$ cat config.mk
export PLATFORM = sky130hd
export DESIGN_NAME = banco_registros_param
export DESIGN_NICKNAME = d
export VERILOG_FILES = /design/src/rtl/banco_registros_param.sv
export SDC_FILE = /design/constraint.sdc
export NUM_CORES = 1
export LEC_CHECK = 0
export BUFFER_PORTS_ARGS = -buffer_cell sky130_fd_sc_hd__buf_4
export CAP_MARGIN = 20
export CORE_ASPECT_RATIO = 1.4
export CORE_MARGIN = 8
export CORE_UTILIZATION = 50
export CTS_CLUSTER_DIAMETER = 200
export DETAILED_ROUTE_END_ITERATION = 8
export MAX_ROUTING_LAYER = met4
export PLACE_DENSITY = 0.66
export SYNTH_ARGS = -nofsm -noshare
export SYNTH_HDL_FRONTEND = slang
export SYNTH_SLANG_ARGS = --single-unit
$ cat constraint.sdc
create_clock -name clk -period 2.77 [get_ports clk]
set_input_delay 0.277 -clock clk [delete_from_list [all_inputs] [get_ports clk]]
set_output_delay 0.277 -clock clk [all_outputs]
set_load 0.05 [all_outputs]
$ cat src/rtl/banco_registros_param.sv
// Register bank: byte-splittable general registers plus auto-stepping pointers.
// Define BANCO_SHADOW_EN to add a swappable shadow copy of the general set.
module banco_registros_param #(
    parameter int WIDTH = 16,
    parameter int NGEN  = 4,
    parameter int NPTR  = 4
) (
    input  logic             clk,
    input  logic             rst,
    input  logic             rd,
    input  logic             wr,
    input  logic [4:0]       sel,
    input  logic [WIDTH-1:0] din,
    input  logic             step,
    input  logic [2:0]       psel,
    input  logic             dir,
`ifdef BANCO_SHADOW_EN
    input  logic             swap,
`endif
    output logic [WIDTH-1:0] dout,
    output logic             dvalid,
    output logic             err
);

    localparam int H = WIDTH / 2;

    logic [WIDTH-1:0] gen     [NGEN];
    logic [WIDTH-1:0] gen_w   [NGEN];
    logic [WIDTH-1:0] ptr     [NPTR];
    logic [WIDTH-1:0] ptr_nxt [NPTR];
`ifdef BANCO_SHADOW_EN
    logic [WIDTH-1:0] gen_sh  [NGEN];
`endif

    logic [2:0]       idx;
    logic             is_lo;
    logic             is_hi;
    logic             is_full;
    logic             is_ptr;
    logic             mapped;
    logic             wr_ok;
    logic             rd_pre;
    logic [WIDTH-1:0] rgen;
    logic [WIDTH-1:0] rptr;
    logic [WIDTH-1:0] rdata;
    logic             dv_q;

    assign idx     = sel[2:0];
    assign is_lo   = (sel[4:3] == 2'd0);
    assign is_hi   = (sel[4:3] == 2'd1);
    assign is_full = (sel[4:3] == 2'd2);
    assign is_ptr  = (sel[4:3] == 2'd3);

    always_comb begin
        if (is_ptr) mapped = (32'(idx) < 32'(NPTR));
        else        mapped = (32'(idx) < 32'(NGEN));
    end

    assign wr_ok = wr & mapped;

`ifdef BANCO_SHADOW_EN
    assign rd_pre = swap;
`else
    assign rd_pre = 1'b0;
`endif

    // A write in a swap cycle merges into the set that becomes active.
    always_comb begin
        for (int i = 0; i < NGEN; i++) begin
            gen_w[i] = gen[i];
`ifdef BANCO_SHADOW_EN
            if (swap) gen_w[i] = gen_sh[i];
`endif
            if (wr_ok && !is_ptr && idx == 3'(i)) begin
                unique case (1'b1)
                    is_lo:   gen_w[i][H-1:0]     = din[H-1:0];
                    is_hi:   gen_w[i][WIDTH-1:H] = din[H-1:0];
                    is_full: gen_w[i]            = din;
                    default: ;
                endcase
            end
        end
    end

    // A pointer write in the same cycle as a step suppresses the step.
    always_comb begin
        for (int j = 0; j < NPTR; j++) begin
            ptr_nxt[j] = ptr[j];
            if (wr_ok && is_ptr && idx == 3'(j)) begin
                ptr_nxt[j] = din;
            end else if (step && psel == 3'(j)) begin
                if (dir) ptr_nxt[j] = ptr[j] - WIDTH'(2);
                else     ptr_nxt[j] = ptr[j] + WIDTH'(2);
            end
        end
    end

    always_comb begin
        rgen = '0;
        rptr = '0;
        for (int i = 0; i < NGEN; i++) begin
            if (idx == 3'(i)) rgen = rd_pre ? gen[i] : gen_w[i];
        end
        for (int j = 0; j < NPTR; j++) begin
            if (idx == 3'(j)) rptr = ptr_nxt[j];
        end
    end

    always_comb begin
        rdata = '0;
        if (mapped) begin
            unique case (1'b1)
                is_lo:   rdata = {{(WIDTH-H){1'b0}}, rgen[H-1:0]};
                is_hi:   rdata = {{(WIDTH-H){1'b0}}, rgen[WIDTH-1:H]};
                is_full: rdata = rgen;
                is_ptr:  rdata = rptr;
                default: rdata = '0;
            endcase
        end
    end

    always_ff @(posedge clk) begin
        if (rst) begin
            for (int i = 0; i < NGEN; i++) begin
                gen[i] <= '0;
`ifdef BANCO_SHADOW_EN
                gen_sh[i] <= '0;
`endif
            end
            for (int j = 0; j < NPTR; j++) begin
                ptr[j] <= '0;
            end
            dout <= '0;
            dv_q <= 1'b0;
            err  <= 1'b0;
        end else begin
            for (int i = 0; i < NGEN; i++) begin
                gen[i] <= gen_w[i];
`ifdef BANCO_SHADOW_EN
                if (swap) gen_sh[i] <= gen[i];
`endif
            end
            for (int j = 0; j < NPTR; j++) begin
                ptr[j] <= ptr_nxt[j];
            end
            if (rd) dout <= rdata;
            dv_q <= rd;
            err  <= (rd | wr) & ~mapped;
        end
    end

    // Reset in the cycle a read result would appear cancels that result.
    assign dvalid = dv_q & ~rst;

endmodule

==> results of run 1 <==
[worst max-delay path, stage by stage, from the launching register on]
cell      delay [ns]
dfxtp_1         0.33
fa_2            0.38
a211oi_2        0.19
buf_4           0.15
o21a_1          0.14
o21ai_1         0.09
a21oi_1         0.19
mux2i_1         0.26
xnor2_1         0.19
mux2_4          0.21
a211oi_2        0.06
o32a_1          0.33
[report_power, final]
group / internal, mW / switching, mW / total (mW)
combinational: 0.483 / 0.678 / 1.16
sequential: 2.15 / 0.0290 / 2.18
clock: 1.38 / 1.04 / 2.43
total: 4.01 / 1.75 / 5.76
[flip-flops by register name, indices dropped and copies added, names as in the netlist]
| signal | cells |
|---|---|
| gen | 64 |
| ptr | 64 |
| dout | 16 |
| dv_q | 1 |
| err | 1 |
[layout by cell type, fill, tap and decap left out, drive strengths merged, types with 9 or more instances in the layout]
cell,count
o21a,18
and3,14
nor2,200
and2,11
xor2,15
inv,30
nand2,109
a221oi,11
a31oi,9
a21o,24
o22ai,25
o21bai,9
clkbuf,19
ha,56
o21ai,84
nand3,20
nor3,40
nor2b,14
a22o,10
xnor2,20
dfxtp,146
buf,280
a21oi,97
mux2i,54
o211ai,16
a211oi,41
[cells by family after synthesis]
| kind of cell | after synthesis | share of synthesized area, % |
|---|---|---|
| xor gates and xnor gates | 35 | 3.12 |
| DFF | 146 | 29.7 |
| buffers and inverters | 98 | 3.93 |
| muxes | 62 | 6.64 |
| adders and majority gates | 60 | 7.94 |
| AOI/OAI and AO/OA | 414 | 27.9 |
| and+or+nand+nor | 446 | 20.7 |
[cell type report]
type	count	share of cell area, %
clock buffers	18	3.45
multi-input cells	1017	52.1
repair buffers	281	17.0
well taps	248	2.44
flip-flops and latches	146	23.0
inverters	26	0.767
clock inverters	14	1.35
[stage by stage]
step	setup WS, ns	hold WS, ns	utilization (%)	power (mW)	std cells
2_1_floorplan	0.0938	0.418	-	2.83	1261
3_3_place_gp	-0.231	0.448	62.3	3.33	1717
3_5_place_dp	-0.321	0.457	62.3	3.33	1717
4_1_cts	0.0341	0.0993	65.5	5.73	1749
5_1_grt	-0.0135	0.0936	66.0	5.94	1750
6_report	0.129	0.119	66.0	5.76	1750
[timing repair]
action                     in CTS  in global routing
setup endpoints to repair       1                 11
setup buffers                   0                  0
pin swaps                       0                  2
resized for setup               1                 31
[worst max path at each step]
stage	start	endpoint	slack [ns]	cells after the start
2_1_floorplan	sel[3]	dout[10]	0.09	11
3_3_place_gp	dir	dout[15]	-0.23	13
3_5_place_dp	dir	dout[11]	-0.32	12
4_1_cts	ptr[2][2]	dout[14]	0.03	10
5_1_grt	ptr[1][1]	dout[15]	-0.01	11
6_report	ptr[1][1]	dout[15]	0.13	11
[layer usage]
layer | vias up | global-route usage, %
li1 | 5108 | -
met1 | 5151 | 35.3
met2 | 514 | 49.7
met3 | 150 | 4.72
met4 | 0 | 20.1
met5 | - | -
==> flow_summary_export.csv, run 1 <==
group,metric,value,unit
placement,portBuffers,47,
layout,register_area,2920,sq um
global_routing,grt_max_degree,76,
synth,netlist_area,9840,sq um
worst_hold_path,whs_path_depth,2,
clocking,path_clk_slew,0.07,ns
synth,yosysTopAreaCellShare,29.7,%
layout,insertedDiodeCount,0,
global_routing,antenna_found_initial,0,
layout,final_area,12700,sq um
layout,fillers,1755,
critical_path,crit_required,3.09,ns
clocking,cts-root-buf,"clkbuf_16",
die,initial_core_util,51.0,%
synth,synth_seq_cells,146,
synth,synth.top_cells.by_area,"dfxtp_1, nor2_1, ha_1",
synth,ys_seq_area_share,29.7,%
synth,yosys_warnings,0,
die,core-area,19300,sq um
critical_path,start_kind,"flip-flop",
routing,wire_per_inst,21.2,microns
worst_hold_path,hold_path_class,"input pin to flip-flop",
pwr,leakage,5.57,nW
sta,worst_pin_slew,0.887,ns
pwr,power_density,453,nW/um^2
routing,wl_met1,14.7,mm
sta,skew,0.0105,ns
sta,setup_violations,0,
critical_path,cp-end-kind,"flip-flop",
sta,final.period_utilization,95.3,%
sta,final_hold_viol_count,0,
status,outcome,"finished clean",
pwr,ir_worst_vdd,0.000396,V
placement,dpl_cell_area,12000,sq um
die,top_level_ports,48,
sta,maxSlewHeadroom,40.9,%
sta,fin_crit,2.64,ns
die,die_y,182,microns
synth,synth_most_common_cell,"nor2_1",
sta,slew_viol_final,0,
placement,hpwl,27.8,mm
worst_hold_path,hp-start,"rst",
sta,fmax,0.379,GHz
die,dieArea,24500,sq um
clocking,cts_tree,"done",
clocking,cts.sinks,146,
clocking,clock_latency,0.43,ns
synth,yosys_most_used_dff,"dfxtp_1",
global_routing,track_usage,31.0,%
synth,synth_edf_count,0,
critical_path,critPathKind,"flip-flop to flip-flop",
routing,postRouteAntennaNets,0,
global_routing,overflow,0,
placement,finalWeightedCongestion,1.02,
layout,drive_gt1_share,24.0,%
routing,drtPass1Iterations,5,
layout,nets,1579,
job,maxCapViolCount,0,
clocking,cts_max_level,4,
critical_path,cp_max_fo,3,
die,fp.dieW,135,microns
synth,syn_inst,1261,
synth,ys_top_cells_by_count,"nor2_1, dfxtp_1, nand2_1, a21oi_1, o21ai_0",
layout,multi_input_area,6630,sq um
routing,wl_met2,17.5,mm
synth,synth_nets,1351,
routing,route.detailed.drc,0,
sta,setup_tns,0,ns
critical_path,cp.arrival,2.97,ns
layout,area_delta_synth_final,29.4,%
routing,highest_layer,"met4",
synth,synth_top_area_cell,"dfxtp_1",
routing,detail_route.vias_per_cell,6.24,
critical_path,r2r_cells,11,
worst_hold_path,holdPathEnd,"dv_q",
critical_path,r2r_start,"ptr[1][1]",
synth,async_flop_share,0,%
critical_path,r2r_slack,0.13,ns
clocking,holdBufCountCts,0,
clocking,cts_made_buffers,17,
critical_path,reg2reg_to,"dout[15]",
routing,drtIter0Drc,1013,
global_routing,grt_pass1_wl,57.7,mm
die,row_count,60,
synth,syn_avg_cell_area,7.80,sq um
global_routing,first_global_vias,10600,
routing,num_vias,10900,
routing,route.met3.wl,2.43,mm
routing,routed_wl,37.1,mm
synth,synthDistinctLibCells,77,
clocking,clk_path_buf_depth,2,
Power figures use the tool's default switching activity.
==> inputs of run 2 (changes only) <==
--- a/config.mk
+++ b/config.mk
@@ -5,6 +5,7 @@
 export SDC_FILE = /design/constraint.sdc
 export NUM_CORES = 1
 export LEC_CHECK = 0
+export ABC_AREA = 0
 export BUFFER_PORTS_ARGS = -buffer_cell sky130_fd_sc_hd__buf_4
 export CAP_MARGIN = 20
 export CORE_ASPECT_RATIO = 1.4
@@ -12,6 +13,7 @@
 export CORE_UTILIZATION = 50
 export CTS_CLUSTER_DIAMETER = 200
 export DETAILED_ROUTE_END_ITERATION = 8
+export GPL_TIMING_DRIVEN = 0
 export MAX_ROUTING_LAYER = met4
 export PLACE_DENSITY = 0.66
 export SYNTH_ARGS = -nofsm -noshare
==> run 2 against run 1 <==
  * Largest cell class unchanged
  * Non-clock buffer count down 153
  * Fmax decreased by 3.3%
  * Worst hold slack improved by 0.079 ns
  * Largest power group unchanged
  * Combinational power shrank 10%
  * Highest routed layer unchanged
  * Critical path type is now input pin to flip-flop
==> flow_summary_export.csv, run 2 (synthesized netlist as in run 1, its figures left out) <==
group,metric,value,unit
routing,detail_route.vias_per_cell,6.49,
global_routing,grt_use_met2,50.7,%
clocking,clock_latency,0.44,ns
critical_path,crit_path_cell_trace,"buf_4 -> clkbuf_2 -> inv_1 -> ha_1 -> clkbuf_1 -> clkbuf_4 -> nand2_1 -> nand3_1 -> o22ai_1 -> mux2i_1 -> a21oi_2 -> nor2_1 -> a32oi_1 -> nor2_1 -> a31o_2",
pwr,pwr-share-clk,43.2,%
clocking,cts_tree,"done",
routing,num_vias,10400,
critical_path,start_kind,"input pin",
layout,final_common_cell,"nor2_1",
global_routing,met3_usage,5.72,%
global_routing,grt_max_degree,61,
die,fp.dieW,135,microns
layout,area_delta_synth_final,18.0,%
layout,drive_gt1_share,14.7,%
global_routing,antenna_found_initial,0,
sta,fin_crit,2.73,ns
pwr,p_sw,1.75,mW
pwr,switching_share,30.8,%
job,maxCapViolCount,0,
die,row_count,60,
worst_hold_path,whs_path_depth,3,
pwr,ir_worst_vdd,0.000507,V
critical_path,startpoint,"sel[3]",
global_routing,met1_usage,35.1,%
sta,slew_viol_final,0,
layout,top_regs,"gen (64), ptr (64), dout (16)",
critical_path,crit_required,3.15,ns
sta,setup_violations,0,
critical_path,cp-end-kind,"flip-flop",
pwr,seqPwrFrac,38.4,%
die,initial_core_util,51.0,%
global_routing,overflow,0,
sta,final.period_utilization,98.6,%
sta,skew,0.00531,ns
pwr,internal_power,3.92,mW
critical_path,cp_max_fo,10,
die,dieArea,24500,sq um
routing,drtPass1Iterations,6,
critical_path,crit_end,"dout[12]",
sta,final_hold_viol_count,0,
layout,nets,1426,
critical_path,r2r_start,"ptr[0][2]",
routing,drtIter0Drc,1053,
critical_path,critPathKind,"input pin to flip-flop",
layout,layoutNonFillerInstCount,1596,
die,die_y,182,microns
clocking,cts_max_level,4,
die,top_level_ports,48,
clocking,clk_path_buf_depth,2,
routing,routed_wl,38.2,mm
global_routing,grt.busiest_layer,"met2",
critical_path,cp_common_cell,"nor2_1",
routing,route.detailed.drc,0,
critical_path,crit_slowest_cell,"clkbuf_4",
layout,insertedDiodeCount,0,
critical_path,cp.arrival,3.11,ns
global_routing,first_global_vias,9993,
clocking,cts.sinks,146,
sta,hold_slack,0.197,ns
sta,setup_tns,0,ns
sta,fmax,0.366,GHz
sta,worst_pin_slew,1.00,ns
placement,placedCellCount,1548,
placement,finalWeightedCongestion,1.03,
clocking,cts_made_buffers,17,
routing,postRouteAntennaNets,0,
clocking,cts-root-buf,"clkbuf_16",
die,core-area,19300,sq um
worst_hold_path,hold_path_class,"input pin to flip-flop",
placement,portBuffers,39,
pwr,comb_power_share,18.4,%
pwr,leakage,4.72,nW
clocking,path_clk_slew,0.06,ns
sta,rsz0062_at_grt,"true",
global_routing,track_usage,31.3,%
pwr,power_density,488,nW/um^2
critical_path,r2r_slack,0.08,ns
critical_path,critical-path-max-stage-delay,0.32,ns
global_routing,grt_pass1_wl,57.0,mm
status,outcome,"finished clean",
layout,final_cell_mix,"nor2_1, dfxtp_1, nand2_1, a21oi_1, o21ai_0",
routing,wire_per_inst,24.0,microns
sta,maxSlewHeadroom,32.8,%
placement,hpwl,27.8,mm
critical_path,reg2reg_to,"dout[14]",
critical_path,r2r_cells,10,
run 2: cell types whose count changed in the layout (fill, tap and decap cells not counted), moves of 4 or more:
cell      delta
buf_4      -223
clkbuf_1    +53
o21ai_0     -10
clkbuf_2     +9
a21oi_1      -8
a21oi_2      +7
o21ai_1      +6
nor3_2       -5
nor3_4       +5
a221oi_1     -4
a221oi_2     +4
buf_2        +4
o21ai_2      +4
run 2: power by group through the flow:
stage / clock [mW] / sequential [mW] / combinational, mW
after CTS: 2.44 / 2.18 / 0.960
after detailed placement: 0 / 2.22 / 0.931
final: 2.45 / 2.18 / 1.04
after floorplan: 0 / 2.22 / 0.607
after global placement: 0 / 2.22 / 0.930
after global routing: 2.53 / 2.18 / 1.11
run 2: worst max-delay path, delay by kind of cell:
kind	cells	cell delay, ns
AO/OA/AOI/OAI	4	0.54
adder cells (fa/ha/maj)	1	0.18
buffers and inverters	5	1.11
multiplexers	1	0.24
AND/OR/NAND/NOR	4	0.75
run 2: through the flow:
| stage | setup WS [ns] | area, sq um | utilization [%] | power [mW] |
|---|---|---|---|---|
| floorplan | 0.0938 | 9840 | - | 2.83 |
| global placement | -1.35 | 10400 | 54.1 | 3.15 |
| detailed placement | -1.34 | 10400 | 54.1 | 3.15 |
| CTS | -0.000185 | 11200 | 58.2 | 5.58 |
| global route | -0.0681 | 11600 | 60.2 | 5.82 |
| finish | 0.0396 | 11600 | 60.2 | 5.67 |
run 2: how the worst min path moves through the flow:
stage / endpoint / start / slack [ns]
floorplan: ptr[1][13] / din[13] / 0.42
global placement: ptr[3][0] / ptr[3][0] / 0.45
detailed placement: ptr[3][0] / ptr[3][0] / 0.45
CTS: ptr[2][14] / din[14] / 0.19
global route: ptr[1][13] / din[13] / 0.22
finish: ptr[2][15] / din[15] / 0.20
run 2: what timing repair did:
action	CTS	global route
endpoints found under the setup margin	21	15
pin swaps	9	19
buffers inserted	7	10
hold buffers	0	0
resized for setup	35	92
run 2: final cells by class:
cell class,instances,area [sq um]
Tap cell,248,310
Timing Repair Buffer,56,458
Clock inverter,14,179
Sequential cell,146,2930
Multi-Input combinational cell,1017,6900
Clock buffer,17,425
Inverter,26,103
Buffer,72,305
Fill cell,1782,7680
run 2: layer usage:
| layer | vias up | wire (microns) |
|---|---|---|
| met5 | - | 0 |
| met4 | 0 | 2720 |
| met3 | 173 | 2900 |
| met2 | 519 | 17600 |
| met1 | 4874 | 15000 |
| li1 | 4800 | - |
